--- config.mk ---
export PLATFORM = sky130hd
export DESIGN_NAME = load_store_unit
export DESIGN_NICKNAME = d
export VERILOG_FILES = /design/src/rtl/load_store_unit.sv
export SDC_FILE = /design/constraint.sdc
export NUM_CORES = 1
export LEC_CHECK = 0
export CAP_MARGIN = 10
export CORE_MARGIN = 2
export CORE_UTILIZATION = 45
export DETAILED_ROUTE_END_ITERATION = 8
export PLACE_DENSITY = 0.8
export REMOVE_ABC_BUFFERS = 1
export SLEW_MARGIN = 20
export SYNTH_ARGS = -nofsm -noshare
export SYNTH_HDL_FRONTEND = slang
export SYNTH_SLANG_ARGS = --single-unit
--- constraint.sdc ---
create_clock -name clock -period 2.7 [get_ports clock]
set_input_delay 0.675 -clock clock [delete_from_list [all_inputs] [get_ports clock]]
set_output_delay 0.675 -clock clock [all_outputs]
set_load 0.01 [all_outputs]
--- src/rtl/load_store_unit.sv ---
// Load/store unit between the MEM stage and a word-wide data memory.
// Sub-word stores use read-modify-write; loads are lane-selected and extended.
module load_store_unit #(
    parameter int MEM_WORDS   = 128,
    parameter bit RANGE_CHECK = 1'b1
) (
    input  logic        clock,
    input  logic        reset,
    input  logic        req_valid,
    output logic        req_ready,
    input  logic        req_write,
    input  logic [1:0]  req_size,
    input  logic        req_unsigned,
    input  logic [31:0] req_address,
    input  logic [31:0] req_wdata,
    output logic        resp_valid,
    output logic [31:0] resp_rdata,
    output logic        resp_err,
    output logic [31:0] mem_address,
    output logic        mem_MemRead,
    output logic        mem_MemWrite,
    output logic [31:0] mem_WriteData,
    input  logic [31:0] mem_ReadData
);

    typedef enum logic [2:0] {
        S_IDLE,
        S_LOAD,
        S_RMW_RD,
        S_WRITE,
        S_RESP
    } state_t;

    localparam logic [1:0] SZ_BYTE = 2'b00;
    localparam logic [1:0] SZ_HALF = 2'b01;
    localparam logic [1:0] SZ_WORD = 2'b10;

    state_t      state_q;
    logic [31:0] addr_q;
    logic [1:0]  size_q;
    logic        uns_q;
    logic [31:0] wdata_q;
    logic        mem_rd_q;
    logic        mem_we_q;
    logic [31:0] mem_addr_q;
    logic [31:0] mem_wdata_q;
    logic        resp_valid_q;
    logic [31:0] resp_rdata_q;
    logic        resp_err_q;

    logic        req_err_d;
    logic [31:0] load_data_d;
    logic [31:0] merged_d;
    logic [4:0]  shift_d;
    logic [7:0]  byte_lane_d;
    logic [15:0] half_lane_d;
    logic [31:0] lane_mask_d;

    always_comb begin
        req_err_d = 1'b0;
        if (req_size == 2'b11)
            req_err_d = 1'b1;
        if (req_size == SZ_HALF && req_address[0])
            req_err_d = 1'b1;
        if (req_size == SZ_WORD && req_address[1:0] != 2'b00)
            req_err_d = 1'b1;
        if (RANGE_CHECK && ({2'b00, req_address[31:2]} >= 32'(MEM_WORDS)))
            req_err_d = 1'b1;
    end

    // Lane extraction and merge both work on the latched address and live read data.
    always_comb begin
        shift_d     = {addr_q[1:0], 3'b000};
        byte_lane_d = 8'(mem_ReadData >> shift_d);
        half_lane_d = addr_q[1] ? mem_ReadData[31:16] : mem_ReadData[15:0];
        case (size_q)
            SZ_BYTE: load_data_d = uns_q ? {24'b0, byte_lane_d}
                                         : {{24{byte_lane_d[7]}}, byte_lane_d};
            SZ_HALF: load_data_d = uns_q ? {16'b0, half_lane_d}
                                         : {{16{half_lane_d[15]}}, half_lane_d};
            default: load_data_d = mem_ReadData;
        endcase
        lane_mask_d = (size_q == SZ_BYTE) ? (32'h0000_00FF << shift_d)
                                          : (32'h0000_FFFF << shift_d);
        merged_d = (mem_ReadData & ~lane_mask_d) | ((wdata_q << shift_d) & lane_mask_d);
    end

    always_ff @(posedge clock) begin
        if (reset) begin
            state_q      <= S_IDLE;
            addr_q       <= '0;
            size_q       <= '0;
            uns_q        <= 1'b0;
            wdata_q      <= '0;
            mem_rd_q     <= 1'b0;
            mem_we_q     <= 1'b0;
            mem_addr_q   <= '0;
            mem_wdata_q  <= '0;
            resp_valid_q <= 1'b0;
            resp_rdata_q <= '0;
            resp_err_q   <= 1'b0;
        end else begin
            case (state_q)
                S_IDLE: begin
                    if (req_valid) begin
                        addr_q  <= req_address;
                        size_q  <= req_size;
                        uns_q   <= req_unsigned;
                        wdata_q <= req_wdata;
                        if (req_err_d) begin
                            state_q      <= S_RESP;
                            resp_valid_q <= 1'b1;
                            resp_err_q   <= 1'b1;
                            resp_rdata_q <= '0;
                        end else begin
                            mem_addr_q <= {req_address[31:2], 2'b00};
                            if (!req_write) begin
                                state_q  <= S_LOAD;
                                mem_rd_q <= 1'b1;
                            end else if (req_size == SZ_WORD) begin
                                state_q     <= S_WRITE;
                                mem_we_q    <= 1'b1;
                                mem_wdata_q <= req_wdata;
                            end else begin
                                state_q  <= S_RMW_RD;
                                mem_rd_q <= 1'b1;
                            end
                        end
                    end
                end
                S_LOAD: begin
                    state_q      <= S_RESP;
                    mem_rd_q     <= 1'b0;
                    mem_addr_q   <= '0;
                    resp_valid_q <= 1'b1;
                    resp_err_q   <= 1'b0;
                    resp_rdata_q <= load_data_d;
                end
                S_RMW_RD: begin
                    state_q     <= S_WRITE;
                    mem_rd_q    <= 1'b0;
                    mem_we_q    <= 1'b1;
                    mem_wdata_q <= merged_d;
                end
                S_WRITE: begin
                    state_q      <= S_RESP;
                    mem_we_q     <= 1'b0;
                    mem_addr_q   <= '0;
                    mem_wdata_q  <= '0;
                    resp_valid_q <= 1'b1;
                    resp_err_q   <= 1'b0;
                    resp_rdata_q <= '0;
                end
                default: begin
                    state_q      <= S_IDLE;
                    resp_valid_q <= 1'b0;
                    resp_err_q   <= 1'b0;
                    resp_rdata_q <= '0;
                end
            endcase
        end
    end

    assign req_ready     = (state_q == S_IDLE);
    assign resp_valid    = resp_valid_q;
    assign resp_rdata    = resp_rdata_q;
    assign resp_err      = resp_err_q;
    assign mem_address   = mem_addr_q;
    assign mem_MemRead   = mem_rd_q;
    // A reset landing on the WRITE cycle must not let the memory commit.
    assign mem_MemWrite  = mem_we_q & ~reset;
    assign mem_WriteData = mem_wdata_q;

endmodule

==> results.yml, run 1 <==
status:
  status: "complete, no violations"
critical_path:
  critPathArrivalTime_ps: 1900
  worstPathRequired_ps: 2030
  worst-path-max-fanout: 9
  slowest_delay_ps: 550
  path_class: "reg -> out"
  worst_setup_path_end_kind: "primary output"
  crit_slowest_cell: "clkdlybuf4s50_1"
  startpoint_type: "register"
  cp_cell_sequence: "or3_4 -> clkinv_2 -> clkdlybuf4s50_1"
floorplan:
  die_w_um: 118
  initial_utilization: 0.461
  die_area_um2: 13900
  core_um2: 12600
  num_rows: 41
  die_h_um: 118
  io_pins: 204
hold_path:
  hold_class: "reg -> reg"
grt:
  grt_usage: 0.276
  antenna_found_initial: 0
  grt_pass1_vias: 5988
  grt_max_degree: 65
  grt_pass1_wl_mm: 30.6
  grt_overflow: 0
layout:
  n_fill_cell: 1037
  seq_area_um2: 2440
  area_growth_pct: 49.5
  final_core_util: 0.689
  num_antenna_cells: 0
  drive_above_1_share: 0.139
  fin_cells: 1062
  multi_input_area_um2: 3000
  fin_nets: 980
flow_run:
  drv_cap: 0
logic_synthesis:
  synth_area_um2: 5820
  synth_edf_count: 0
  synthCells: 680
  synth_commonest_cells: "dfxtp_1, nand2_1, a21oi_1, clkbuf_1, o21ai_0"
  syn_avg_cell_area_um2: 8.55
  synth_cell_types: 52
  synthArstFlopShare: 0
  yosys.area.top_type: "dfxtp_1"
  seq_area_frac_synth: 0.420
  yosys-top-cells-area: "dfxtp_1, nand2_1, a21oi_1, a211oi_2, o2bb2ai_1"
  synth_ff_type: "dfxtp_1"
  yosysWarningCount: 0
  synth_top_area_share: 0.420
  synth_most_common_cell: "dfxtp_1"
  synth-seq-cells: 122
sta:
  fin_worst_skew_ps: 7.49
  hold_viol: 0
  grt_setup_unrepaired: "no"
  finalSetupTns_ps: 0
  drv_slew: 0
  fin_crit_ps: 2570
  tightest_slew_ps: 749
  period_share: 0.953
  maxSlewHeadroom: 0.499
  max_freq_mhz: 388
  setup_viol: 0
pwr:
  ir_worst_vdd_mv: 0.364
  power_leakage_uw: 0.00322
  power_density_nw_per_um2: 544
clock_tree:
  cts.hold.buffers_added: 0
  htreeDepth: 4
  cts_resized: 0
  path_clk_slew_ps: 50
  cts_buffers: 17
  cts_tree: "yes"
  clkSinkCount: 122
  cts_setup_buffers: 0
  cts-root-buf: "clkbuf_16"
  clock_path_buffers: 2
  clk_latency_ps: 420
detailed_routing:
  routedWlPerCell_um: 18.6
  highest_layer: "met4"
  num_vias: 5995
  wl_met2_mm: 9.35
  drtPass1Iterations: 6
  wirelength_mm: 19.7
  drtIter0Drc: 426
  drt-met1-wl_mm: 7.82
  met3WireLength_mm: 1.78
  ant_nets: 0
  via_per_inst: 5.65
  drcViolationCount: 0
placed_design:
  dp_hpwl_mm: 14.3
  io_buffer_count: 201
  place_congestion: 0.926
  dp.cells: 1030
## per-stage QoR
| stage | setup WS, ps | power (uW) | instance area, um2 | hold WS (ps) |
|---|---|---|---|---|
| 2_1_floorplan | -196 | 2100 | 5560 | 441 |
| 3_3_place_gp | -177 | 2400 | 8080 | 437 |
| 3_5_place_dp | -257 | 2410 | 8080 | 443 |
| 4_1_cts | 116 | 4730 | 8690 | 459 |
| 5_1_grt | 32.1 | 4850 | 8700 | 470 |
| 6_report | 126 | 4730 | 8700 | 455 |
## cell type report
| cell class | count | share of cell area |
|---|---|---|
| repair buffers | 235 | 0.264 |
| inverters | 35 | 0.0153 |
| multi-input cells | 466 | 0.345 |
| clock buffers | 21 | 0.0529 |
| well taps | 172 | 0.0247 |
| clock inverters | 11 | 0.0167 |
| flip-flops and latches | 122 | 0.281 |
## cell families after synthesis
kind of cell	synth area share
flops	0.420
other cells	0.000645
buf+inv	0.0684
compound gates	0.269
simple gates	0.171
mux	0.0712
## path summary, 6_finish.rpt
kind                                         startpoint                             end  slack [ps]  depth (start not counted)
worst max-delay path            state_q[2]$_SDFFE_PP0P_                       req_ready         130                          3
worst min-delay path              resp_err$_SDFFE_PP0P_           resp_err$_SDFFE_PP0P_         460                          2
worst max register to register  state_q[2]$_SDFFE_PP0P_  mem_WriteData[27]$_SDFFE_PP0P_         400                          7
worst min register to register    resp_err$_SDFFE_PP0P_           resp_err$_SDFFE_PP0P_         460                          2
## where the power goes
| part | total (uW) | switching (uW) | internal, uW |
|---|---|---|---|
| Combinational | 523 | 261 | 261 |
| Sequential | 1860 | 37.0 | 1820 |
| Clock | 2340 | 848 | 1500 |
## cells in the final DEF, fill, tap and decap left out, drive strengths merged, types with 20 or more instances in the layout
master and instances:
o21ai 42, a21oi 61, and2 25, nand2 85, dfxtp 122, inv 33
mux2i 20, nor2 38, a211oi 37, clkbuf 21, buf 35, o2bb2ai 26
clkdlybuf4s50 200
## critical path: cells and delay by family (launching register included)
family / cells / cell delay, ps
buffers and inverters: 2 / 640
flip-flops: 1 / 390
AND/OR/NAND/NOR: 1 / 440
## per-layer routing
| layer | vias to the layer above | track usage |
|---|---|---|
| met5 | - | 0 |
| met4 | 0 | 0.139 |
| met3 | 54 | 0.0891 |
| met2 | 295 | 0.459 |
| met1 | 2832 | 0.318 |
| li1 | 2814 | - |
## sequential cells by signal, indices dropped and copies added (netlist names)
| name | cells |
|---|---|
| mem_MemRead | 1 |
| mem_we_q | 1 |
| uns_q | 1 |
| mem_address | 30 |
| resp_err | 1 |
| size_q | 2 |
| mem_WriteData | 32 |
| addr_q | 2 |
| state_q | 3 |
| resp_valid | 1 |
| wdata_q | 16 |
| resp_rdata | 32 |
Note: power is estimated with default switching activity, not from simulation.
==> run 2: changes to the inputs <==
- RECOVER_POWER: default -> 100
==> results.yml, run 2 (synthesis results as in run 1) <==
status:
  status: "complete, no violations"
sta:
  max_freq_mhz: 389
  drv_slew: 0
  period_share: 0.952
  hold_viol: 0
  tightest_slew_ps: 1120
  setup_slack_ps: 131
  maxSlewHeadroom: 0.253
  setup_viol: 0
  fin_hold_ws_ps: 452
  grt_setup_unrepaired: "no"
  fin_crit_ps: 2570
  fin_worst_skew_ps: 7.76
pwr:
  power_density_nw_per_um2: 549
  ir_worst_vdd_mv: 0.362
  power_leakage_uw: 0.00352
floorplan:
  die_w_um: 118
  initial_utilization: 0.461
  core_um2: 12600
  die_area_um2: 13900
  die_h_um: 118
  num_rows: 41
  io_pins: 204
grt:
  grt_max_degree: 65
  grt_usage: 0.276
  grtUsageMet2: 0.459
  use_met3: 0.0891
  busiest_layer: "met2"
  grt_overflow: 0
  grt_pass1_wl_mm: 30.6
  grt_pass1_vias: 5988
  grt_use_met1: 0.318
  antenna_found_initial: 0
clock_tree:
  clk_latency_ps: 420
  clkSinkCount: 122
  path_clk_slew_ps: 50
  cts_tree: "yes"
  clock_path_buffers: 2
  cts_resized: 0
  cts.hold.buffers_added: 0
  cts_buffers: 17
  cts_setup_buffers: 0
  htreeDepth: 4
  cts-root-buf: "clkbuf_16"
placed_design:
  io_buffer_count: 201
  place_ws_ps: -257
  place_congestion: 0.926
  dp_hpwl_mm: 14.3
detailed_routing:
  via_per_inst: 5.62
  drtPass1Iterations: 5
  routedWlPerCell_um: 18.5
  ant_nets: 0
  drtIter0Drc: 478
  num_vias: 5971
  wirelength_mm: 19.7
  drcViolationCount: 0
critical_path:
  worst_setup_path_end_kind: "primary output"
  worst-path-max-fanout: 9
  startpoint_type: "register"
  path_class: "reg -> out"
  worstPathRequired_ps: 2030
  critPathArrivalTime_ps: 1890
layout:
  fin_nets: 980
  drive_above_1_share: 0.120
  area_growth_pct: 47.7
  num_antenna_cells: 0
  layout_common_cells: "dfxtp_1, clkdlybuf4s50_1, dlygate4sd3_1"
  final_common_cell: "dfxtp_1"
flow_run:
  drv_cap: 0
hold_path:
  hold_class: "reg -> reg"
## run 2: metal layers
layer,part of all wire,routed length [um]
met5,0,0
met4,0.040,785
met3,0.086,1690
met2,0.47,9270
met1,0.40,7900
## run 2: through the flow
step                      instance area (um2)  setup TNS, ps   util  power (uW)  cells
after floorplan                          5560          -8830      -        2100    623
after global placement                   8080          -5490  0.641        2400   1030
after detailed placement                 8080          -7120  0.641        2410   1030
after CTS                                8690              0  0.689        4730   1062
after global routing                     8590              0  0.681        4840   1062
final                                    8590              0  0.681        4710   1062
## run 2: worst max-delay path: stages, from the launching register on
cell             delay [ps]
dfxtp_1                 390
or3_4                   440
clkinv_2                 90
clkdlybuf4s50_1         550
## run 2: path summary, 6_finish.rpt
kind / startpoint / to / slack [ps] / cells past startpoint
max reg2reg: state_q[2]$_SDFFE_PP0P_ / mem_WriteData[27]$_SDFFE_PP0P_ / 380 / 7
min: resp_err$_SDFFE_PP0P_ / resp_err$_SDFFE_PP0P_ / 450 / 2
max: state_q[2]$_SDFFE_PP0P_ / req_ready / 130 / 3
min reg2reg: resp_err$_SDFFE_PP0P_ / resp_err$_SDFFE_PP0P_ / 450 / 2
## run 2: layout make-up
class | count | area [um2]
fill | 1057 | 4030
clock buffer | 21 | 460
tap | 172 | 215
sequential | 122 | 2440
multi-input combinational | 466 | 2940
timing repair buffer | 235 | 2260
clock inverter | 11 | 145
inverter | 35 | 133
## run 2: power by group
group | switching (uW) | internal [uW]
Combinational | 259 | 257
Sequential | 37.0 | 1820
Clock | 840 | 1500
==> run 3: changes to the inputs <==
- ABC_AREA: default -> 1
- CORE_UTILIZATION: 45 -> 47
- GPL_TIMING_DRIVEN: default -> 1
- PLACE_DENSITY: 0.8 -> 0.81
- RECOVER_POWER: 100 -> 50
==> results.yml, run 3 <==
grt:
  grt_overflow: 0
  grt_pass1_vias: 6867
  grt_max_degree: 89
  grt_pass1_wl_mm: 34.0
  antenna_found_initial: 0
  grt_usage: 0.295
clock_tree:
  htreeDepth: 4
  cts_resized: 0
  cts_tree: "yes"
  cts_setup_buffers: 0
  clkSinkCount: 130
  cts_buffers: 17
  cts.hold.buffers_added: 0
  clk_latency_ps: 430
  path_clk_slew_ps: 60
  clock_path_buffers: 2
  cts-root-buf: "clkbuf_16"
logic_synthesis:
  synthArstFlopShare: 0
  synth_ff_type: "dfxtp_1"
  yosys-top-cells-area: "dfxtp_1, nand2_1, a21oi_1, inv_1, nand3_1"
  synth_commonest_cells: "nand2_1, a21oi_1, dfxtp_1, inv_1, nor2_1"
  syn_avg_cell_area_um2: 6.46
  seq_area_frac_synth: 0.402
  synth-seq-cells: 130
  synth_cell_types: 30
  yosys.area.top_type: "dfxtp_1"
  synth_area_um2: 6480
  yosysWarningCount: 0
  synth_edf_count: 0
  synth_most_common_cell: "nand2_1"
  synthCells: 1003
  synth_top_area_share: 0.402
sta:
  grt_setup_unrepaired: "no"
  tightest_slew_ps: 963
  hold_viol: 0
  maxSlewHeadroom: 0.358
  setup_viol: 0
  max_freq_mhz: 419
  drv_slew: 0
  fin_worst_skew_ps: 4.21
  finalSetupTns_ps: 0
  period_share: 0.883
  fin_crit_ps: 2380
layout:
  layout_common_cells: "nand2_1, a21oi_1, dfxtp_1"
  fin_nets: 1282
  n_fill_cell: 1178
  drive_above_1_share: 0.0654
  num_antenna_cells: 0
  final_core_util: 0.689
  fin_cells: 1368
  area_growth_pct: 41.8
  final_common_cell: "nand2_1"
critical_path:
  slowest_delay_ps: 550
  cp_cell_sequence: "nor2_2 -> nand2_2 -> clkinv_2 -> clkdlybuf4s50_1"
  worstPathRequired_ps: 2030
  critPathArrivalTime_ps: 1710
  worst_setup_path_end_kind: "primary output"
  cp_num_cells: 4
  reg2reg_depth: 8
  startpoint_type: "register"
  cp_num_buf_inv: 2
  worst-path-max-fanout: 7
  rrSetupSlack_ps: 590
  crit_slowest_cell: "clkdlybuf4s50_1"
  path_class: "reg -> out"
  cp_top_family: "buffers and inverters"
pwr:
  power_density_nw_per_um2: 580
  power_leakage_uw: 0.00415
  ir_worst_vdd_mv: 0.451
detailed_routing:
  num_vias: 7279
  routedWlPerCell_um: 15.7
  drcViolationCount: 0
  wirelength_mm: 21.5
  drtIter0Drc: 708
  via_per_inst: 5.32
  ant_nets: 0
  drtPass1Iterations: 5
floorplan:
  io_pins: 204
  die_h_um: 121
  core_um2: 13300
  die_w_um: 121
  initial_utilization: 0.486
  num_rows: 42
  die_area_um2: 14700
placed_design:
  dp_hpwl_mm: 14.8
  io_buffer_count: 201
  place_congestion: 0.912
  dp.cells: 1336
hold_path:
  hold_class: "reg -> reg"
  min_path_cells: 2
status:
  status: "complete, no violations"
flow_run:
  drv_cap: 0
[run 3: changes by cell type after synthesis, moves of 17 or more]
cell,delta
o2bb2ai_1,-26
mux2i_1,-20
a21oi_1,+84
and2_1,-23
a211oi_2,-22
nand3_1,+62
buf_2,+22
inv_1,+62
nor2_1,+35
mux2_2,-17
nand2_1,+230
[run 3: area by class of cell]
type                            count  area (um2)  area share
Multi-Input combinational cell    703        3160       0.344
Sequential cell                   130        2600       0.283
Timing Repair Buffer              222        2160       0.235
Clock buffer                       18         439      0.0478
Inverter                          105         395      0.0430
Tap cell                          176         220      0.0240
Clock inverter                     14         210      0.0229
[run 3: where the power goes]
part           internal (uW)  total (uW)  switching, uW
Sequential              1970        2000           29.3
Clock                   1660        2550            891
Combinational            306         786            480
Total                   3930        5330           1400
[run 3: cell families after synthesis]
family | Yosys count | synth area share
flops | 130 | 0.402
other cells | 1 | 0.000579
simple gates | 475 | 0.299
buf+inv | 171 | 0.111
compound gates | 226 | 0.188
[run 3: worst paths after layout]
check	start	end
min	mem_address[16]$_SDFFE_PP0P_	mem_address[16]$_SDFFE_PP0P_
max reg2reg	addr_q[0]$_SDFFE_PP0P_	mem_WriteData[31]$_SDFFE_PP0P_
max	state_q[2]$_SDFFE_PP0P_	req_ready
min reg2reg	mem_address[16]$_SDFFE_PP0P_	mem_address[16]$_SDFFE_PP0P_
[run 3: through the flow]
| stage | cell area, um2 | hold WS, ps | setup WS (ps) | power [uW] |
|---|---|---|---|---|
| 2_1_floorplan | 6160 | 426 | 358 | 2430 |
| 3_3_place_gp | 8550 | 426 | 297 | 2800 |
| 3_5_place_dp | 8550 | 428 | 177 | 2810 |
| 4_1_cts | 9200 | 438 | 311 | 5340 |
| 5_1_grt | 9190 | 446 | 228 | 5510 |
| 6_report | 9190 | 433 | 316 | 5330 |
[run 3: per-layer routing]
layer / part of all wire / global-route usage / up-vias / wire length, um
met3: 0.095 / 0.0855 / 62 / 2040
met5: 0 / 0 / - / 0
li1: - / - / 3550 / -
met4: 0.031 / 0.134 / 0 / 670
met1: 0.41 / 0.372 / 3292 / 8830
met2: 0.46 / 0.465 / 375 / 9950
[run 3: worst min-delay path, stage by stage (launching register included)]
cell and delay [ps]:
dfxtp_1 300, nand2_1 60, nor2_1 30
